## src/rtl/limiter_pd_sched_pkg.sv

```systemverilog
// limiter_pd_sched_pkg
//   Shared definitions for the limiter power-down scheduler: CPU register
//   addresses, CTRL/STATUS bit positions and the scheduler state encoding.
package limiter_pd_sched_pkg;

    localparam logic [2:0] ADDR_CTRL    = 3'd0;
    localparam logic [2:0] ADDR_OFF     = 3'd1;
    localparam logic [2:0] ADDR_SETTLE  = 3'd2;
    localparam logic [2:0] ADDR_ON      = 3'd3;
    localparam logic [2:0] ADDR_STATUS  = 3'd4;

    localparam int CTRL_AUTO       = 0;
    localparam int CTRL_MAN_PD     = 1;
    localparam int CTRL_IRQ_EN     = 2;
    localparam int STATUS_IRQ_PEND = 3;

    typedef enum logic [1:0] {
        ST_MANUAL = 2'd0,
        ST_OFF    = 2'd1,
        ST_SETTLE = 2'd2,
        ST_ON     = 2'd3
    } state_t;

endpackage

```

## src/rtl/limiter_pd_sched_if.sv

```systemverilog
// limiter_pd_sched_if
//   CPU peripheral bus seen by the scheduler.
//   valid   : request strobe (master -> slave)
//   address : word register index
//   wdata   : write data
//   wstrb   : 1 = write, 0 = read
//   rdata   : registered read data (slave -> master)
//   ready   : acknowledge, one cycle after valid
interface limiter_pd_sched_if #(
    parameter int DATA_W = 32
) ();
    logic              valid;
    logic [2:0]        address;
    logic [DATA_W-1:0] wdata;
    logic              wstrb;
    logic [DATA_W-1:0] rdata;
    logic              ready;

    modport master (output valid, address, wdata, wstrb, input rdata, ready);
    modport slave  (input valid, address, wdata, wstrb, output rdata, ready);
endinterface

```

## src/rtl/pd_sched_timer.sv

```systemverilog
// pd_sched_timer
//   Loadable down-counter that times each scheduler state.
//   clk, rst_n : clock, asynchronous active-low reset
//   load       : load load_val this cycle (takes priority over counting)
//   load_val   : duration value N; the state then lasts N+1 cycles
//   zero       : counter currently at 0
//   The counter stops at 0 so ON can be held while req stays high.
module pd_sched_timer #(
    parameter int CNT_W = 16
) (
    input  logic             clk,
    input  logic             rst_n,
    input  logic             load,
    input  logic [CNT_W-1:0] load_val,
    output logic             zero
);

    logic [CNT_W-1:0] cnt;

    always_ff @(posedge clk or negedge rst_n) begin
        if (!rst_n) begin
            cnt <= '0;
        end else if (load) begin
            cnt <= load_val;
        end else if (cnt != '0) begin
            cnt <= cnt - 1'b1;
        end
    end

    assign zero = (cnt == '0);

endmodule

```

## src/rtl/limiter_pd_sched.sv

```systemverilog
// limiter_pd_sched
//   Duty-cycle scheduler for the limiter power-down line. Sequences
//   OFF -> SETTLE -> ON -> OFF from CPU-programmed durations, lets req wake
//   the limiter early and hold it on, and offers a manual pass-through mode.
//   clk, rst_n : clock, asynchronous active-low reset
//   bus        : CPU register bus (slave side)
//   req        : consumer needs the limiter powered (level)
//   pd         : limiter power-down, 1 = powered down (registered)
//   lim_on     : limiter powered and settled (registered)
//   irq        : wake interrupt, IRQ_PEND & IRQ_EN (registered)
module limiter_pd_sched
    import limiter_pd_sched_pkg::*;
#(
    parameter int DATA_W = 32,
    parameter int CNT_W  = 16
) (
    input  logic               clk,
    input  logic               rst_n,
    limiter_pd_sched_if.slave  bus,
    input  logic               req,
    output logic               pd,
    output logic               lim_on,
    output logic               irq
);

    logic [2:0]       ctrl;
    logic [CNT_W-1:0] off_time;
    logic [CNT_W-1:0] settle_time;
    logic [CNT_W-1:0] on_time;
    logic             irq_pend;
    state_t           state;
    state_t           state_nxt;

    logic             wr_en;
    logic             rd_en;
    logic [2:0]       ctrl_nxt;
    logic             w1c;
    logic             irq_pend_nxt;
    logic             pd_nxt;
    logic             tmr_load;
    logic [CNT_W-1:0] tmr_val;
    logic             tmr_zero;
    logic [DATA_W-1:0] rd_val;
    logic             unused_wdata;

    assign wr_en = bus.valid & bus.wstrb;
    assign rd_en = bus.valid & ~bus.wstrb;
    assign w1c   = wr_en && (bus.address == ADDR_STATUS) && bus.wdata[STATUS_IRQ_PEND];
    assign unused_wdata = ^bus.wdata;

    // The FSM sees CTRL as it will be after this edge, so a CPU write to
    // AUTO or MAN_PD acts on the same edge it is written.
    assign ctrl_nxt = (wr_en && (bus.address == ADDR_CTRL)) ? bus.wdata[2:0] : ctrl;

    pd_sched_timer #(.CNT_W(CNT_W)) u_timer (
        .clk      (clk),
        .rst_n    (rst_n),
        .load     (tmr_load),
        .load_val (tmr_val),
        .zero     (tmr_zero)
    );

    // State register
    always_ff @(posedge clk or negedge rst_n) begin
        if (!rst_n) begin
            state <= ST_MANUAL;
        end else begin
            state <= state_nxt;
        end
    end

    // Next state, timer load and next-state output decode
    always_comb begin
        state_nxt = state;
        tmr_load  = 1'b0;
        tmr_val   = '0;
        pd_nxt    = 1'b0;
        if (state != ST_MANUAL && !ctrl_nxt[CTRL_AUTO]) begin
            state_nxt = ST_MANUAL;
        end else begin
            case (state)
                ST_MANUAL: begin
                    if (ctrl_nxt[CTRL_AUTO]) begin
                        state_nxt = ST_OFF;
                        tmr_load  = 1'b1;
                        tmr_val   = off_time;
                    end
                end
                ST_OFF: begin
                    if (req || tmr_zero) begin
                        state_nxt = ST_SETTLE;
                        tmr_load  = 1'b1;
                        tmr_val   = settle_time;
                    end
                end
                ST_SETTLE: begin
                    if (tmr_zero) begin
                        state_nxt = ST_ON;
                        tmr_load  = 1'b1;
                        tmr_val   = on_time;
                    end
                end
                ST_ON: begin
                    if (tmr_zero && !req) begin
                        state_nxt = ST_OFF;
                        tmr_load  = 1'b1;
                        tmr_val   = off_time;
                    end
                end
                default: state_nxt = ST_MANUAL;
            endcase
        end
        case (state_nxt)
            ST_MANUAL: pd_nxt = ctrl_nxt[CTRL_MAN_PD];
            ST_OFF:    pd_nxt = 1'b1;
            default:   pd_nxt = 1'b0;
        endcase
    end

    // A set event on SETTLE -> ON beats a simultaneous W1C.
    assign irq_pend_nxt = ((state == ST_SETTLE) && (state_nxt == ST_ON)) | (irq_pend & ~w1c);

    always_comb begin
        rd_val = '0;
        case (bus.address)
            ADDR_CTRL:   rd_val[2:0]       = ctrl;
            ADDR_OFF:    rd_val[CNT_W-1:0] = off_time;
            ADDR_SETTLE: rd_val[CNT_W-1:0] = settle_time;
            ADDR_ON:     rd_val[CNT_W-1:0] = on_time;
            ADDR_STATUS: rd_val[3:0]       = {irq_pend, lim_on, state};
            default:     rd_val            = '0;
        endcase
    end

    // Register file, bus response and registered outputs
    always_ff @(posedge clk or negedge rst_n) begin
        if (!rst_n) begin
            ctrl        <= '0;
            off_time    <= '0;
            settle_time <= '0;
            on_time     <= '0;
            irq_pend    <= 1'b0;
            bus.ready   <= 1'b0;
            bus.rdata   <= '0;
            pd          <= 1'b0;
            lim_on      <= 1'b0;
            irq         <= 1'b0;
        end else begin
            bus.ready <= bus.valid;
            if (rd_en) begin
                bus.rdata <= rd_val;
            end
            ctrl <= ctrl_nxt;
            if (wr_en) begin
                case (bus.address)
                    ADDR_OFF:    off_time    <= bus.wdata[CNT_W-1:0];
                    ADDR_SETTLE: settle_time <= bus.wdata[CNT_W-1:0];
                    ADDR_ON:     on_time     <= bus.wdata[CNT_W-1:0];
                    default: ;
                endcase
            end
            irq_pend <= irq_pend_nxt;
            pd       <= pd_nxt;
            lim_on   <= (state_nxt == ST_ON);
            irq      <= irq_pend_nxt & ctrl_nxt[CTRL_IRQ_EN];
        end
    end

endmodule

```

## src/flat_wrapper.sv

```systemverilog
// flat-port wrapper written by rule: the top's interface ports become plain ports
module limiter_pd_sched_flat import limiter_pd_sched_pkg::*;
#(
    parameter int DATA_W = 32,
    parameter int CNT_W  = 16
)
  (clk, rst_n, req, pd, lim_on, irq, bus_valid, bus_address, bus_wdata, bus_wstrb, bus_rdata, bus_ready);
  limiter_pd_sched_if #(.DATA_W(DATA_W)) bus_i ();
  input  logic clk;
  input  logic rst_n;
  input  logic req;
  output logic pd;
  output logic lim_on;
  output logic irq;
  input wire logic [$bits(bus_i.valid)-1:0] bus_valid;
  input wire logic [$bits(bus_i.address)-1:0] bus_address;
  input wire logic [$bits(bus_i.wdata)-1:0] bus_wdata;
  input wire logic [$bits(bus_i.wstrb)-1:0] bus_wstrb;
  output wire logic [$bits(bus_i.rdata)-1:0] bus_rdata;
  output wire logic [$bits(bus_i.ready)-1:0] bus_ready;
  assign bus_i.valid = bus_valid;
  assign bus_i.address = bus_address;
  assign bus_i.wdata = bus_wdata;
  assign bus_i.wstrb = bus_wstrb;
  assign bus_rdata = bus_i.rdata;
  assign bus_ready = bus_i.ready;
  limiter_pd_sched #(.DATA_W(DATA_W), .CNT_W(CNT_W)) u_core (.clk(clk), .rst_n(rst_n), .bus(bus_i), .req(req), .pd(pd), .lim_on(lim_on), .irq(irq));
endmodule
```

## config.mk

```make
export PLATFORM = sky130hd
export DESIGN_NAME = limiter_pd_sched_flat
export DESIGN_NICKNAME = d
export VERILOG_FILES = /design/src/rtl/limiter_pd_sched_pkg.sv /design/src/rtl/limiter_pd_sched_if.sv /design/src/rtl/pd_sched_timer.sv /design/src/rtl/limiter_pd_sched.sv /design/src/flat_wrapper.sv
export SDC_FILE = /design/constraint.sdc
export NUM_CORES = 1
export LEC_CHECK = 0
export BUFFER_PORTS_ARGS = -buffer_cell sky130_fd_sc_hd__buf_2
export CAP_MARGIN = 5
export CORE_UTILIZATION = 51
export CTS_BUF_LIST = sky130_fd_sc_hd__clkbuf_4
export CTS_CLUSTER_SIZE = 14
export DETAILED_ROUTE_END_ITERATION = 8
export PLACE_DENSITY = 0.73
export SETUP_SLACK_MARGIN = 0.1
export SLEW_MARGIN = 20
export SYNTH_ARGS = -nofsm -noshare
export SYNTH_HDL_FRONTEND = slang
export SYNTH_SLANG_ARGS = --single-unit
```

## constraint.sdc

```tcl
create_clock -name clk -period 3.48 [get_ports clk]
set_clock_uncertainty 0.05 [all_clocks]
set_input_delay 0.348 -clock clk [delete_from_list [all_inputs] [get_ports clk]]
set_output_delay 0.348 -clock clk [all_outputs]
set_load 0.03 [all_outputs]
```

==> flow_summary_export.csv <==
group,metric,value,unit
cts,htreeDepth,3,
logic_synthesis,synth_area_leader_cell,"dfrtp_1",
drt,drt_iter0_drc,327,
power_and_ir_drop,internal_power,1980,uW
logic_synthesis,ys_top_cells_by_count,"90 x dfrtp_1, 62 x mux2_2, 36 x nand2_1",
setup_path,worst-endpoint-arrival,3.22,ns
power_and_ir_drop,sw_frac_of_total,0.396,
setup_path,cp-start-kind,"register",
setup_path,reg2reg_depth,9,
power_and_ir_drop,p_per_area,620,nW/um^2
logic_synthesis,ys_seq_area_frac,0.467,
cts,clock_latency,0.45,ns
cells_and_area,diodes,0,
setup_path,end_kind,"register",
floorplanning,die_w,99.2,um
outcome,status,"finished clean",
drt,ant_nets,0,
floorplanning,core,9200,um^2
floorplanning,num_rows,35,
cells_and_area,syn_to_final_growth,9.48,%
cells_and_area,nets,528,
placed_design,finalWeightedCongestion,0.964,
cells_and_area,final_util,0.574,
setup_path,critPathKind,"register to register",
power_and_ir_drop,clkPwrFrac,0.157,
cts,cts_buffers,9,
worst_hold_path,hp-class,"input pin to register",
drt,drt-vias-per-instance,6.41,
power_and_ir_drop,seq_power_share,0.489,
sta,min_period_over_period,0.855,
sta,rsz0062_at_grt,"false",
global_routing,antenna_found_initial,0,
drt,post_drt_wl_per_cell,20.5,um
cts,holdBufCountCts,1,
cts,clkSinkCount,90,
logic_synthesis,synthFlopType,"dfrtp_1",
power_and_ir_drop,total_power,3270,uW
logic_synthesis,syn_area_per_cell,11.0,um^2
logic_synthesis,syn_inst,437,
floorplanning,num_io_pins,76,
drt,drt-pass1-iter-count,5,
placed_design,placed_cell_area,5140,um^2
drt,route.detailed.drc,0,
cts,cts-resized-gates,0,
global_routing,grt_pass1_wl,20200,um
drt,totalWireLength,12300,um
power_and_ir_drop,leakagePower,0.00227,uW
global_routing,grt_pass1_vias,3734,
global_routing,grt_max_degree,89,
placed_design,portBuffers,43,
power_and_ir_drop,switching_power,1290,uW
logic_synthesis,synth.area.top_cells,"dfrtp_1 47%, mux2_2 14%, a22oi_1 3.9%",
sta,fin_tns_setup,0,ns
placed_design,hpwl,8310,um
sta,period_minus_slack,2.97,ns
logic_synthesis,synth_cell_types,57,
global_routing,grt.overflow.total,0,
cts,cts_tree,"built",
cts,cts_setup_buffers,0,
logic_synthesis,ys_warn_count,0,
cts,root_buffer,"clkbuf_4",
global_routing,grtUsageTotal,0.267,
cells_and_area,drive_gt1_frac,0.308,
sta,hold_viol_final,0,
logic_synthesis,syn_area,4820,um^2
sta,relSlewSlack,0.382,
sta,max_freq,336,MHz
floorplanning,die_h,99.2,um
cts,clkTransAtPathRegs,0.15,ns
setup_path,cp_max_fo,11,
sta,worstMarginPinSlew,0.927,ns
run,drv_cap,0,
cells_and_area,n_fill_cell,789,
setup_path,crit_required,3.72,ns
logic_synthesis,synth_top_area_frac,0.467,
logic_synthesis,synthArstFlopShare,1.00,
cells_and_area,fin_area,5280,um^2
power_and_ir_drop,p_comb_frac,0.354,
power_and_ir_drop,vdd_drop_max,261,uV
floorplanning,start_util,0.524,
logic_synthesis,synth_seq_cells,90,
floorplanning,floorplan.die_area,9840,um^2
sta,setup_violations,0,
sta,drv_slew,0,
logic_synthesis,yosysMostFrequentCell,"dfrtp_1",
drt,vias,3851,
worst_hold_path,holdPathStages,2,
sta,holdWs,0.0956,ns
logic_synthesis,synth-edff-count,0,
cts,cts.path.max_buffers,2,
[area by class of cell]
cell class	count	area, um^2	area share
clock buffers	9	67.6	0.0128
clock inverters	6	42.5	0.00806
well taps	111	139	0.0263
inverters	8	30.0	0.00569
multi-input cells	314	2370	0.449
flip-flops and latches	90	2250	0.427
repair buffers	63	377	0.0714
[layer usage]
layer	up-vias	wire length (um)	global-route usage
li1	1709	-	-
met1	1940	5530	0.383
met2	177	5800	0.419
met3	25	751	0.0408
met4	0	264	0.0871
met5	-	0	0
[power groups by stage]
stage / Combinational, uW / Sequential (uW) / Clock, uW
2_1_floorplan: 804 / 1580 / 0
6_report: 1160 / 1600 / 513
5_1_grt: 1260 / 1630 / 555
3_3_place_gp: 1110 / 1600 / 0
3_5_place_dp: 1140 / 1610 / 0
4_1_cts: 1140 / 1590 / 522
[cell usage in the layout, fill, tap and decap left out, types with 2 or more instances in the layout]
| cell | instances |
|---|---|
| buf_4 | 18 |
| clkinv_4 | 2 |
| dfrtp_1 | 90 |
| a211oi_1 | 18 |
| o311ai_0 | 4 |
| nand4_1 | 7 |
| xnor2_1 | 7 |
| mux2_2 | 62 |
| a22oi_1 | 25 |
| and4_1 | 2 |
| nor4_1 | 3 |
| inv_1 | 7 |
| a221oi_1 | 5 |
| nand3_1 | 5 |
| a2bb2oi_1 | 2 |
| nor2b_1 | 10 |
| nor2_1 | 11 |
| xor2_1 | 3 |
| and2_1 | 2 |
| o21ai_0 | 22 |
| a31oi_1 | 3 |
| nor3_1 | 6 |
| conb_1 | 16 |
| clkinv_1 | 2 |
| dlygate4sd3_1 | 2 |
| ha_1 | 2 |
| or3_1 | 2 |
| mux4_2 | 3 |
| nand3b_1 | 2 |
| mux2i_1 | 6 |
| a2111oi_0 | 3 |
| nor3_2 | 2 |
| clkbuf_4 | 9 |
| nand2_1 | 36 |
| a21oi_1 | 23 |
| buf_2 | 42 |
[critical path, stage by stage, from the launching register on]
cell	delay [ns]
dfrtp_1	0.44
inv_1	0.13
ha_1	0.18
nor4b_2	0.35
and4_1	0.55
nor3_1	0.14
buf_4	0.18
a2111oi_0	0.54
buf_4	0.21
a211oi_1	0.04
[cells by family (layout without fill, tap and decap cells)]
kind of cell,Yosys count,in the layout,share of synthesized area
AO/OA/AOI/OAI,118,118,0.171
XOR/XNOR,10,10,0.0182
adder cells (fa/ha/maj),2,2,0.00519
buffers and inverters,48,86,0.0530
flip-flops,90,90,0.467
multiplexers,71,71,0.171
other,1,16,0.000778
AND/OR/NAND/NOR,97,97,0.113
[state kept, by name, indices dropped and copies added, names as in the netlist, 2 cells and up]
register and cells:
u_core.bus.rdata 16, u_core.off_time 16, u_core.on_time 16, u_core.settle_time 16, u_core.u_timer.cnt 16, u_core.ctrl 3, u_core.state 2
[through the flow]
step           worst slack, ns  instances
2_1_floorplan             1.26        452
3_3_place_gp             0.628        584
3_5_place_dp             0.603        584
4_1_cts                  0.582        600
5_1_grt                  0.391        601
6_report                 0.506        601
[final timing paths]
check / from / endpoint / slack (ns)
max: u_core.u_timer.cnt[0] / u_core.u_timer.cnt[8] / 0.51
min: bus_wdata[15] / u_core.off_time[15] / 0.1
max reg2reg: u_core.u_timer.cnt[0] / u_core.u_timer.cnt[8] / 0.51
min reg2reg: u_core.bus.rdata[1] / u_core.bus.rdata[1] / 0.44
max in group asynchronous: rst_n / u_core.u_timer.cnt[13] / 2.30
min in group asynchronous: rst_n / u_core.bus.rdata[7] / 0.43
Note: power is estimated with default switching activity, not from simulation.
